`config.mk`:
```
export PLATFORM = sky130hd
export DESIGN_NAME = user_sw_debounce
export DESIGN_NICKNAME = d
export VERILOG_FILES = /design/src/rtl/user_sw_debounce.sv
export SDC_FILE = /design/constraint.sdc
export NUM_CORES = 1
export LEC_CHECK = 0
export ABC_AREA = 1
export BUFFER_PORTS_ARGS = -buffer_cell sky130_fd_sc_hd__buf_2
export CAP_MARGIN = 20
export CELL_PAD_IN_SITES_DETAIL_PLACEMENT = 1
export CELL_PAD_IN_SITES_GLOBAL_PLACEMENT = 1
export CORE_MARGIN = 2
export CORE_UTILIZATION = 49
export DETAILED_ROUTE_END_ITERATION = 7
export PLACE_DENSITY = 0.81
export SLEW_MARGIN = 20
export SYNTH_ARGS = -nofsm -noshare
export SYNTH_HDL_FRONTEND = slang
export SYNTH_SLANG_ARGS = --single-unit
```
`constraint.sdc`:
```
create_clock -name iSysClk -period 2.9 [get_ports iSysClk]
set_clock_uncertainty 0.2 [all_clocks]
set_input_delay 0.145 -clock iSysClk [delete_from_list [all_inputs] [get_ports iSysClk]]
set_output_delay 0.145 -clock iSysClk [all_outputs]
set_load 0.005 [all_outputs]
```
`src/rtl/user_sw_debounce.sv`:
```
// user_sw_debounce: synchronise, polarity-normalise and debounce 4 DIP + 4 push switches, with edge pulses
module user_sw_debounce #(
    parameter int pStableCycles  = 500000,
    parameter bit pPushActiveLow = 1'b1,
    parameter bit pDipActiveLow  = 1'b0
) (
    input  logic       iSysClk,
    input  logic       iSysRst,
    input  logic [3:0] iUserDipSw,
    input  logic [3:0] iUserPushSw,
    output logic [3:0] oUserDipSw,
    output logic [3:0] oUserPushSw,
    output logic [3:0] oPushPress,
    output logic [3:0] oPushRelease,
    output logic [3:0] oDipChange
);
    localparam int CW = $clog2(pStableCycles + 1);
    localparam logic [CW-1:0] LAST = CW'(pStableCycles - 1);
    localparam logic [7:0] INV = {{4{pPushActiveLow}}, {4{pDipActiveLow}}};

    logic [7:0] sync1_q, sync1_d, sync2_q, sync2_d, state_q, state_d;
    logic [7:0] sample, mis, acc;
    logic [7:0][CW-1:0] cnt_q, cnt_d;
    logic [1:0] vld_q, vld_d;
    logic [3:0] press_q, press_d, release_q, release_d, change_q, change_d;

    // per-channel debounce; vld_q holds off counting until the synchroniser carries real pin data after reset
    always_comb begin
        sync1_d   = {iUserPushSw, iUserDipSw};
        sync2_d   = sync1_q;
        vld_d     = {vld_q[0], 1'b1};
        sample    = sync2_q ^ INV;
        mis       = '0;
        acc       = '0;
        cnt_d     = '0;
        state_d   = state_q;
        for (int i = 0; i < 8; i++) begin
            mis[i]     = vld_q[1] & (sample[i] ^ state_q[i]);
            acc[i]     = mis[i] & (cnt_q[i] == LAST);
            cnt_d[i]   = (mis[i] & ~acc[i]) ? cnt_q[i] + CW'(1) : '0;
            state_d[i] = acc[i] ? sample[i] : state_q[i];
        end
        press_d   = acc[7:4] & sample[7:4];
        release_d = acc[7:4] & ~sample[7:4];
        change_d  = acc[3:0];
    end

    // register stage for synchroniser, debounce state, counters and pulses
    always_ff @(posedge iSysClk) begin
        if (iSysRst) begin
            sync1_q   <= '0;
            sync2_q   <= '0;
            vld_q     <= '0;
            state_q   <= '0;
            cnt_q     <= '0;
            press_q   <= '0;
            release_q <= '0;
            change_q  <= '0;
        end else begin
            sync1_q   <= sync1_d;
            sync2_q   <= sync2_d;
            vld_q     <= vld_d;
            state_q   <= state_d;
            cnt_q     <= cnt_d;
            press_q   <= press_d;
            release_q <= release_d;
            change_q  <= change_d;
        end
    end

    assign oUserDipSw   = state_q[3:0];
    assign oUserPushSw  = state_q[7:4];
    assign oPushPress   = press_q;
    assign oPushRelease = release_q;
    assign oDipChange   = change_q;
endmodule

```
## Yosys cells after proc, flatten, opt, wreduce, memory -nomap -nowiden

Cells that the tools add are included.

- Output and inout port bits: 20
- Bits of input ports: 10
- Bits in registers: 190

- $add $sub $neg: 8
- Equality and inequality tests: 8
- Bitwise operators: 52
- Reduce and logical (&&, ||, !) cells: 8
- Mux-type cells: 1

Operators with widths:

| kind | number |
|---|---|
| 19-bit by 1-bit adder with 19-bit output (second input constant) | 8 |
| 19-bit equality test (second input constant) | 8 |
| 1-bit bitwise AND | 24 |
| 1-bit inverter | 16 |
| 2-bit OR reduction | 8 |
| 4-bit bitwise AND | 2 |
| 4-bit inverter | 2 |
| 1-bit XOR | 8 |
| 1-bit 2-to-1 mux | 1 |

## Depth between registers and ports, before layout

Gate-level depths: netlist of run 1.

- Depth in word-level cells: 8
- Depth in mapped cells: 9
- Mapped depth without buffers: 9

## Worst setup path before layout of run 1

No wires, ideal clock.

- Kind: register to register
- Start: register cnt_q[38] (netlist name)
- End: register cnt_q[50] (netlist name)
- Required time: 2585 ps
- Setup time: 115 ps
- Cell stages (with the launch flop): 8
- Data arrival time: 1319 ps
- Slack: 1266 ps
- Period minus slack after synthesis: 1634 ps
- Path through: dfxtp_1 > ha_1 > nand3_2 > nor3_2 > nand2_1 > nand2_2 > buf_6 > nor2_1

- Longest elaborated chain between the ends: 6
- Elaborated cells between the ends (all ways): 7
- Those cells by class: 1 x add/sub; 1 x eq/ne; 4 x bitwise; 1 x reduce/logical

RTL lines:

| element | RTL line | text |
|---|---|---|
| start: declaration | 23 | `logic [7:0][CW-1:0] cnt_q, cnt_d;` |
| start signal: assignment | 64 | `cnt_q <= cnt_d;` |
| branches (longest 6 deep; another with 19-bit by 1-bit adder with 19-bit output) | - |  |

Parallel ways; which one is timed is not known.
A chain may end at the register's enable or synchronous reset.

## Worst setup path after layout of run 1

- Start: register cnt_q[95] (netlist name)
- End: register cnt_q[111] (netlist name)

Same word-level chain as after synthesis.

==> results.sh, run 1 <==
export IMPL_clk_latency_ns=0.43
export IMPL_drive_above_1_share_pct=8.37
export IMPL_hpwl_um=15600
export IMPL_fp_dieH_um=140
export IMPL_crit_path_end="cnt_q[111]"
export IMPL_synth_fp_nets=1331
export IMPL_finalCritPeriodShare_pct=69.1
export IMPL_arrival_ns=2.13
export IMPL_path_depth=8
export IMPL_synth_cell_type_count=32
export IMPL_multi_input_area_mm2=0.00451
export IMPL_netlist_instances=1313
export IMPL_layout_nets=1380
export IMPL_io_buffers=29
export IMPL_crit_path_start="cnt_q[95]"
export IMPL_rows=49
export IMPL_post_synth_top_area_fraction_pct=41.8
export IMPL_cts_buffer_depth=2
export IMPL_cpPeakStageDelay_ns=0.45
export IMPL_remaining_drc_errors=0
export IMPL_slowest_stage="dfxtp_1"
export IMPL_initial_core_util_pct=50.3
export IMPL_seqCellArea_mm2=0.00380
export IMPL_cts_tree="done"
export IMPL_grt_pass1_vias=8443
export IMPL_power_leakage_uw=0.00381
export IMPL_yosys_top_cells_area="dfxtp_1, nand2_1, nor2_1"
export IMPL_path_cells="ha_1 -> nand3_2 -> nor3_1 -> nand2_1 -> nand2_2 -> inv_1 -> nand2_1 -> inv_1"
export IMPL_area_growth_syn_to_layout_pct=11.4
export IMPL_reg2regPathDepth=8
export IMPL_antenna_cells=0
export IMPL_syn_avg_cell_area_um2=6.92
export IMPL_clockRootBuffer="clkbuf_16"
export IMPL_grt_max_degree=20
export IMPL_finalSetupViolCount=0
export IMPL_die_area_mm2=0.0197
export IMPL_worstSetupStartpointType="flip-flop"
export IMPL_grt_pass1_wl_um=38100
export IMPL_drt_iter0_drc=184
export IMPL_routed_wl_um=21800
export IMPL_synthFlopType="dfxtp_1"
export IMPL_first_pass_iters=4
export IMPL_worstHoldPathType="reg2reg"
export IMPL_setup_tns_ns=0
export IMPL_final_common_cell="nand2_1"
export IMPL_vias=8101
export IMPL_cts_reportedPaths_clkPinSlew_ns=0.07
export IMPL_fmax_ghz=0.499
export IMPL_synth_area_mm2=0.00909
export IMPL_drv_cap=0
export IMPL_critPathTopFamily="simple AND/OR/NAND/NOR gates"
export IMPL_grt_ovfl_total=0
export IMPL_async_flop_share_pct=0
export IMPL_fin_crit_ns=2.00
export IMPL_slew_viol_final=0
export IMPL_numCtsBuffers=17
export IMPL_hold_viol=0
export IMPL_critPathCaptureType="flip-flop"
export IMPL_fill_cells=2388
export IMPL_clock_sinks=190
export IMPL_utilization_pct=56.0
export IMPL_outcome="complete, no violations"
export IMPL_ir_drop_v=0.000331
export IMPL_ios=30
export IMPL_post_cts_setup_buffers=0
export IMPL_critPathRequiredTime_ns=3.03
export IMPL_layout_common_cells="nand2_1, nor2_1, dfxtp_1"
export IMPL_path_class="reg2reg"
export IMPL_rr_startpoint="cnt_q[95]"
export IMPL_slew_headroom_pct=68.9
export IMPL_ys_warn_count=0
export IMPL_worst_pin_slew_ns=0.463
export IMPL_rsz0062_at_grt="no"
export IMPL_pwr_density_cell_mw_per_mm2=496
export IMPL_synth_edf_count=0
export IMPL_yosysTopAreaCell="dfxtp_1"
export IMPL_avgViaCountPerCell=5.05
export IMPL_coreArea_mm2=0.0181
export IMPL_die_x_um=140
export IMPL_reg2reg_to="cnt_q[111]"
export IMPL_cp_num_buf_inv=2
export IMPL_yosysSeqAreaShare_pct=41.8
export IMPL_cp_max_fo=18
export IMPL_ant_nets=0
export IMPL_min_from="sync1_q[6]"
export IMPL_h_tree_depth=4
export IMPL_grt_usage_pct=23.3
export IMPL_antenna_found_initial=0
export IMPL_regToRegSetupSlack_ns=0.90
export IMPL_gp_congestion=0.818
export IMPL_synth_seq_cells=190
export IMPL_wl_per_cell_um=13.6
==> cell families after synthesis <==
kind of cell,Yosys count,synth area share (%)
adders and majority gates,8,1.10
AOI/OAI and AO/OA,56,3.23
buffers and inverters,191,8.56
DFF,190,41.8
and+or+nand+nor,808,39.5
xor gates and xnor gates,60,5.78
==> per-layer routing <==
| layer | global-route usage (%) | part of all wire [%] | up-vias |
|---|---|---|---|
| met1 | 28.7 | 48 | 3824 |
| met2 | 41.7 | 49 | 76 |
| met4 | 6.91 | 1.3 | 0 |
| met3 | 4.27 | 2.3 | 27 |
| li1 | - | - | 4174 |
| met5 | 0 | 0 | - |
==> worst min-delay path: cells and delay by family (launching register included) <==
| family | cells | cell delay [ns] |
|---|---|---|
| buf+inv | 1 | 0.05 |
| simple gates | 1 | 0.03 |
| flops | 1 | 0.30 |
==> area by class of cell <==
type	count	share of cell area [%]
multi-input combinational	932	44.5
sequential	190	37.6
inverter	179	6.63
clock buffer	27	5.26
tap	229	2.83
timing repair buffer	42	2.69
clock inverter	4	0.494
==> state kept, by name (all words and copies together), names as in the netlist <==
register,count
sync2_q,8
oPushPress,4
cnt_q,152
sync1_q,8
oPushRelease,4
state_q,8
oDipChange,4
vld_q,2
==> report_power, final <==
group / switching [µW] / internal [µW]
sequential: 8.99 / 2620
combinational: 54.0 / 28.3
clock: 968 / 1340
total: 1030 / 3990
==> per-stage QoR <==
step	area [µm²]	setup WS, ns	hold slack (ns)	power, µW	instances
6_report	10100	0.896	0.211	5020	1603
5_1_grt	10100	0.709	0.222	5200	1603
4_1_cts	10100	0.878	0.217	5080	1603
3_5_place_dp	9420	0.922	0.155	2760	1560
3_3_place_gp	9420	1.03	0.146	2760	1560
2_1_floorplan	9090	1.27	0.0520	2740	1313
==> worst min-delay path by stage <==
stage / cells past startpoint / slack (ns) / to
finish: 2 / 0.21 / sync2_q[6]
global route: 2 / 0.22 / sync2_q[6]
CTS: 2 / 0.22 / vld_q[1]
detailed placement: 3 / 0.15 / sync1_q[4]
global placement: 3 / 0.15 / sync1_q[0]
floorplan: 2 / 0.05 / sync1_q[0]
==> synthesized netlist by cell type (4+ instances only) <==
library cell  instances
nor3_2                7
nand3_2               8
nor2_2                8
nand2_2              10
nor3_1               34
o21ai_0               8
nand4_1              33
nand3_1              79
ha_1                  8
a21oi_1              43
nand3b_1             15
inv_1               177
dfxtp_1             190
nor2_4                4
xnor2_1              11
nand2_1             308
or2_0                 5
buf_6                 7
xor2_1               49
or2_2                10
nor2_1              279
==> what timing repair did <==
item                      4_1_cts  5_1_grt
gates resized for setup         0        0
hold endpoints to repair       14        0
hold buffers                   12        0
(Power assumes the default switching activity.)
==> run 2: changes to the inputs <==
--- a/config.mk
+++ b/config.mk
@@ -5,15 +5,15 @@
 export SDC_FILE = /design/constraint.sdc
 export NUM_CORES = 1
 export LEC_CHECK = 0
-export ABC_AREA = 1
+export ABC_AREA = 0
 export BUFFER_PORTS_ARGS = -buffer_cell sky130_fd_sc_hd__buf_2
 export CAP_MARGIN = 20
 export CELL_PAD_IN_SITES_DETAIL_PLACEMENT = 1
 export CELL_PAD_IN_SITES_GLOBAL_PLACEMENT = 1
 export CORE_MARGIN = 2
-export CORE_UTILIZATION = 49
+export CORE_UTILIZATION = 43
 export DETAILED_ROUTE_END_ITERATION = 7
-export PLACE_DENSITY = 0.81
+export PLACE_DENSITY = 0.71
 export SLEW_MARGIN = 20
 export SYNTH_ARGS = -nofsm -noshare
 export SYNTH_HDL_FRONTEND = slang
==> constraint.sdc (replaced) <==
create_clock -name iSysClk -period 1.7 [get_ports iSysClk]
set_clock_uncertainty 0.2 [all_clocks]
set_input_delay 0.085 -clock iSysClk [delete_from_list [all_inputs] [get_ports iSysClk]]
set_output_delay 0.085 -clock iSysClk [all_outputs]
set_load 0.005 [all_outputs]
==> run 2 against run 1 <==
  * Clock-buffer cell count shrank 5
  * Die area grew 3.4%
  * The flow now finishes with violations (negative setup slack)
  * Largest cell class unchanged
  * Clock power grew 77%
  * Sequential power grew 71%
==> results.sh, run 2 <==
export IMPL_outcome="finished with violations"
export IMPL_violations="negative setup slack"
export IMPL_cp_num_buf_inv=1
export IMPL_synth_cell_type_count=59
export IMPL_synth_fp_nets=947
export IMPL_drive_above_1_share_pct=40.9
export IMPL_syn_avg_cell_area_um2=8.89
export IMPL_fin_cells=1421
export IMPL_worstHoldPathType="reg2reg"
export IMPL_initial_core_util_pct=44.0
export IMPL_yosysMostFrequentCell="dfxtp_1"
export IMPL_grt_pass1_wl_um=37500
export IMPL_power_leakage_uw=0.00439
export IMPL_path_class="reg2reg"
export IMPL_worst_pin_slew_ns=0.560
export IMPL_ir_drop_v=0.000686
export IMPL_path_cells="or4b_4 -> nor4_4 -> buf_4 -> a21oi_1 -> a41o_2"
export IMPL_pwr_density_cell_mw_per_mm2=736
export IMPL_finalCritPeriodShare_pct=115
export IMPL_gp_congestion=0.801
export IMPL_io_buffers=29
export IMPL_netlist_instances=929
export IMPL_finalSetupViolCount=86
export IMPL_async_flop_share_pct=0
export IMPL_rsz0062_at_grt="yes"
export IMPL_post_place_cells=1344
export IMPL_synth_seq_cells=190
export IMPL_routed_wl_um=25800
export IMPL_final_common_cell="buf_4"
export IMPL_hpwl_um=15300
export IMPL_layout_common_cells="buf_4, dfxtp_1, nor2_1"
export IMPL_die_x_um=143
export IMPL_post_synth_top_area_fraction_pct=46.0
export IMPL_largest_register_ff_count=152
export IMPL_critPathRequiredTime_ns=1.83
export IMPL_regMostFlops="cnt_q"
export IMPL_synth_area_mm2=0.00826
export IMPL_hold_viol=0
export IMPL_fmax_ghz=0.513
export IMPL_cp_max_fo=4
export IMPL_grt_max_degree=22
export IMPL_grt_ovfl_total=0
export IMPL_ys_top_cells_by_count="dfxtp_1, nor2_1, xnor2_1"
export IMPL_h_tree_depth=4
export IMPL_arrival_ns=2.08
export IMPL_vias=7682
export IMPL_grt_pass1_vias=7732
export IMPL_p_switching_uw=1910
export IMPL_worst_slack_ns=-0.251
export IMPL_first_pass_iters=6
export IMPL_antenna_cells=0
export IMPL_cts_tree="done"
export IMPL_clock_sinks=190
export IMPL_avgViaCountPerCell=5.41
export IMPL_cts_buffer_depth=2
export IMPL_rows=50
export IMPL_coreArea_mm2=0.0188
export IMPL_critPathCaptureType="flip-flop"
export IMPL_ys_warn_count=0
export IMPL_remaining_drc_errors=0
export IMPL_grt_usage_pct=22.9
export IMPL_switching_share_pct=21.8
export IMPL_yosysTopAreaCell="dfxtp_1"
export IMPL_drt_iter0_drc=239
export IMPL_seqPwrFrac_pct=51.1
export IMPL_slew_headroom_pct=62.6
export IMPL_antenna_found_initial=0
export IMPL_ios=30
export IMPL_cts_reportedPaths_clkPinSlew_ns=0.07
export IMPL_p_comb_share_pct=2.2
export IMPL_clk_latency_ns=0.43
export IMPL_drv_cap=0
export IMPL_area_growth_syn_to_layout_pct=44.4
export IMPL_critPathTopFamily="simple AND/OR/NAND/NOR gates"
export IMPL_clockRootBuffer="clkbuf_16"
export IMPL_yosysSeqAreaShare_pct=46.0
export IMPL_layout_nets=1192
export IMPL_total_power_uw=8790
export IMPL_wl_per_cell_um=18.2
export IMPL_die_area_mm2=0.0203
export IMPL_yosys_top_cells_area="dfxtp_1, xnor2_1, nor2_1"
export IMPL_clkPwrFrac_pct=46.7
export IMPL_synth_edf_count=0
export IMPL_slew_viol_final=0
export IMPL_fin_crit_ns=1.95
export IMPL_intPower_uw=6870
export IMPL_slowest_stage="or4b_4"
export IMPL_cpPeakStageDelay_ns=0.54
export IMPL_numCtsBuffers=17
export IMPL_worstSetupStartpointType="flip-flop"
export IMPL_synthFlopType="dfxtp_1"
export IMPL_fp_dieH_um=143
export IMPL_ant_nets=0
==> run 2: changes by cell type in the layout (fill, tap and decap cells not counted), sizes merged, moves of 31 or more <==
cell / before / now
xnor2: 11 / 65
nand3: 87 / 56
inv: 179 / 28
buf: 30 / 242
nand2: 318 / 56
nor2: 291 / 149
==> run 2: final timing paths <==
path | start | end | slack (ns) | depth (start not counted)
min reg2reg | cnt_q[114] | cnt_q[114] | 0.23 | 1
max | cnt_q[48] | state_q[2] | -0.25 | 5
max reg2reg | cnt_q[48] | state_q[2] | -0.25 | 5
min | cnt_q[114] | cnt_q[114] | 0.23 | 1
==> run 2: cell type report <==
cell class                 count  area [µm²]
sequential                   190        3890
inverter                      25        93.8
tap                          234         293
multi-input combinational    683        5010
timing repair buffer         257        2040
clock inverter                10         128
clock buffer                  22         474
fill                        2064        6840
==> run 2: worst reg2reg max path: stages (launching register included) <==
cell and delay, ns:
dfxtp_2 0.32, or4b_4 0.54, nor4_4 0.31, buf_4 0.19, a21oi_1 0.07, a41o_2 0.22
==> run 2: per-layer routing <==
metal | global-route usage (%) | wire length, µm
met1 | 27.2 | 10900
met2 | 42.2 | 13700
met3 | 4.48 | 561
met4 | 5.84 | 643
met5 | 0 | 0
==> run 2: per-stage QoR <==
| stage | area (µm²) | hold WS (ns) | setup slack, ns | utilization (%) | setup TNS (ns) |
|---|---|---|---|---|---|
| 2_1_floorplan | 8450 | 0.0132 | -0.196 | - | -4.49 |
| 3_3_place_gp | 10100 | 0.0959 | -0.194 | 53.9 | -5.43 |
| 3_5_place_dp | 10100 | 0.105 | -0.264 | 53.9 | -10.24 |
| 4_1_cts | 11200 | 0.211 | -0.202 | 59.8 | -7.85 |
| 5_1_grt | 11900 | 0.242 | -0.291 | 63.6 | -16.95 |
| 6_report | 11900 | 0.234 | -0.251 | 63.6 | -11.59 |
==> run 2: power by group through the flow <==
| stage | sequential [µW] | clock (µW) | combinational (µW) |
|---|---|---|---|
| after floorplan | 4590 | 0 | 76.8 |
| after global placement | 4590 | 0 | 140 |
| after detailed placement | 4590 | 0 | 145 |
| after CTS | 4490 | 4190 | 173 |
| after global routing | 4490 | 4400 | 209 |
| final | 4490 | 4100 | 195 |
==> run 2: repair_timing <==
item,CTS,global route
pin swaps,36,53
endpoints found under the setup margin,118,159
hold endpoints to repair,17,0
setup buffers,7,23
hold buffers,13,0
cloned,1,2
gates resized for setup,77,124
==> run 2: cells by family after synthesis <==
logic type                 after synthesis  share of synthesized area [%]
buffers and inverters                   57                           3.35
and+or+nand+nor                        481                           30.8
xor gates and xnor gates               114                           12.1
AOI/OAI and AO/OA                       76                           6.10
muxes                                    3                          0.379
DFF                                    190                           46.0
adders and majority gates                8                           1.21
==> run 3: changes to the inputs <==
--- a/config.mk
+++ b/config.mk
@@ -6,13 +6,13 @@
 export NUM_CORES = 1
 export LEC_CHECK = 0
 export ABC_AREA = 0
-export BUFFER_PORTS_ARGS = -buffer_cell sky130_fd_sc_hd__buf_2
 export CAP_MARGIN = 20
 export CELL_PAD_IN_SITES_DETAIL_PLACEMENT = 1
 export CELL_PAD_IN_SITES_GLOBAL_PLACEMENT = 1
 export CORE_MARGIN = 2
-export CORE_UTILIZATION = 43
+export CORE_UTILIZATION = 44
 export DETAILED_ROUTE_END_ITERATION = 7
+export DONT_BUFFER_PORTS = 1
 export PLACE_DENSITY = 0.71
 export SLEW_MARGIN = 20
 export SYNTH_ARGS = -nofsm -noshare
==> run 3 against run 2 <==
  * The run still ends with negative setup slack left
  * Cell count down 3.2%
  * Critical path depth is the same
  * Worst setup slack worse by 0.010 ns
  * Sequential cell count stayed put
  * Wire length grew 7.9%
  * Clock-buffer cell count unchanged
  * Combinational power increased by 11%
  * Global-route usage increased by 2.7 points
  * Sequential power is essentially flat
==> results.sh, run 3 (synthesis results as in run 2) <==
export IMPL_clock_sinks=190
export IMPL_clk_latency_ns=0.44
export IMPL_cpPeakStageDelay_ns=0.55
export IMPL_slowest_stage="or4b_4"
export IMPL_die_x_um=141
export IMPL_slew_viol_final=0
export IMPL_dpl_worst_slack_ns=-0.225
export IMPL_critPathTopFamily="simple AND/OR/NAND/NOR gates"
export IMPL_clockRootBuffer="clkbuf_16"
export IMPL_drt_iter0_drc=284
export IMPL_grt_max_degree=23
export IMPL_initial_core_util_pct=44.5
export IMPL_hold_viol=0
export IMPL_layout_common_cells="buf_4, dfxtp_1, nor2_1"
export IMPL_die_area_mm2=0.0199
export IMPL_first_pass_iters=4
export IMPL_gp_congestion=0.827
export IMPL_switching_share_pct=21.4
export IMPL_drv_cap=0
export IMPL_ir_drop_v=0.000722
export IMPL_regToRegSetupSlack_ns=-0.26
export IMPL_fin_crit_ns=1.96
export IMPL_fin_cells=1376
export IMPL_total_power_uw=8890
export IMPL_routed_wl_um=27800
export IMPL_grt_usage_pct=25.6
export IMPL_coreArea_mm2=0.0186
export IMPL_path_cells="or4b_4 -> nor4_4 -> buf_4 -> a21oi_2 -> a41o_2"
export IMPL_hpwl_um=16500
export IMPL_layout_nets=1148
export IMPL_post_place_cells=1297
export IMPL_rr_startpoint="cnt_q[44]"
export IMPL_grt_pass1_wl_um=41100
export IMPL_violations="negative setup slack"
export IMPL_finalSetupViolCount=134
export IMPL_avgViaCountPerCell=5.66
export IMPL_grt_ovfl_total=0
export IMPL_regMostFlops="cnt_q"
export IMPL_intPower_uw=6990
export IMPL_worstHoldPathType="in2reg"
export IMPL_fmax_ghz=0.510
export IMPL_critPathRequiredTime_ns=1.84
export IMPL_slew_headroom_pct=57.0
export IMPL_rsz0062_at_grt="yes"
export IMPL_final_common_cell="buf_4"
export IMPL_cp_num_buf_inv=1
export IMPL_numCtsBuffers=17
export IMPL_clkPwrFrac_pct=47.2
export IMPL_antenna_cells=0
export IMPL_worstSetupStartpointType="flip-flop"
export IMPL_seqPwrFrac_pct=50.4
export IMPL_min_from="iUserPushSw[2]"
export IMPL_holdWs_ns=0.106
export IMPL_p_comb_share_pct=2.4
export IMPL_fp_dieH_um=141
export IMPL_area_growth_syn_to_layout_pct=44.8
export IMPL_antenna_found_initial=0
export IMPL_largest_register_ff_count=152
export IMPL_io_buffers=0
export IMPL_p_switching_uw=1900
export IMPL_pwr_density_cell_mw_per_mm2=743
export IMPL_rows=50
export IMPL_cts_reportedPaths_clkPinSlew_ns=0.07
export IMPL_crit_path_start="cnt_q[44]"
export IMPL_ios=30
export IMPL_arrival_ns=2.10
export IMPL_worst_pin_slew_ns=0.643
export IMPL_vias=7789
export IMPL_worst_slack_ns=-0.262
export IMPL_outcome="finished with violations"
export IMPL_cp_max_fo=4
export IMPL_path_class="reg2reg"
export IMPL_drive_above_1_share_pct=42.0
export IMPL_power_leakage_uw=0.00422
export IMPL_wl_per_cell_um=20.2
export IMPL_grt_pass1_vias=8448
export IMPL_remaining_drc_errors=0
export IMPL_finalCritPeriodShare_pct=115
export IMPL_cts_buffer_depth=2
export IMPL_critPathCaptureType="flip-flop"
export IMPL_cts_tree="done"
export IMPL_ant_nets=0
export IMPL_h_tree_depth=4
[run 3: changes by cell type in the layout (fill, tap and decap cells not counted), moves of 4 or more]
cell     change
a21oi_1      -8
a21oi_2      +8
buf_2       -29
buf_4       -22
dfxtp_4      +4
nor2_1      -27
nor2_2      +12
nor2_4      +15
nor4_2       -4
[run 3: power by group through the flow]
stage	clock (µW)	sequential [µW]	combinational, µW
2_1_floorplan	0	4590	76.8
3_3_place_gp	0	4590	118
3_5_place_dp	0	4590	124
4_1_cts	4250	4480	180
5_1_grt	4470	4480	228
6_report	4200	4480	216
[run 3: cell type report]
cell class                 count  area, µm²
clock inverter                 9        134
timing repair buffer         213       1880
tap                          234        293
clock buffer                  22        474
sequential                   190       3900
fill                        2021       6620
inverter                      25       93.8
multi-input combinational    683       5190
[run 3: final timing paths]
kind                              endpoint  cells after the start
worst max register to register  state_q[2]                      5
worst max-delay path            state_q[2]                      5
worst min register to register  sync2_q[1]                      1
worst min-delay path            sync1_q[6]                      2
[run 3: what timing repair did]
item                                    4_1_cts  5_1_grt
pin swaps                                    24       58
resized for setup                            98      173
endpoints found under the hold margin        69        0
endpoints found under the setup margin      144      155
buffers inserted                             19       12
hold buffers                                 12        0
gates cloned                                  4        4
[run 3: per-layer routing]
metal / track usage [%] / share of wire [%]
met1: 28.0 / 40
met2: 49.1 / 55
met3: 4.99 / 2.6
met4: 8.68 / 2.6
met5: 0 / 0
[run 3: per-stage QoR]
step	util, %	area [µm²]	setup TNS (ns)
2_1_floorplan	-	8450	-4.49
5_1_grt	64.4	12000	-20.49
3_3_place_gp	53.0	9840	-6.60
3_5_place_dp	53.0	9840	-11.63
4_1_cts	60.1	11200	-8.16
6_report	64.4	12000	-14.65
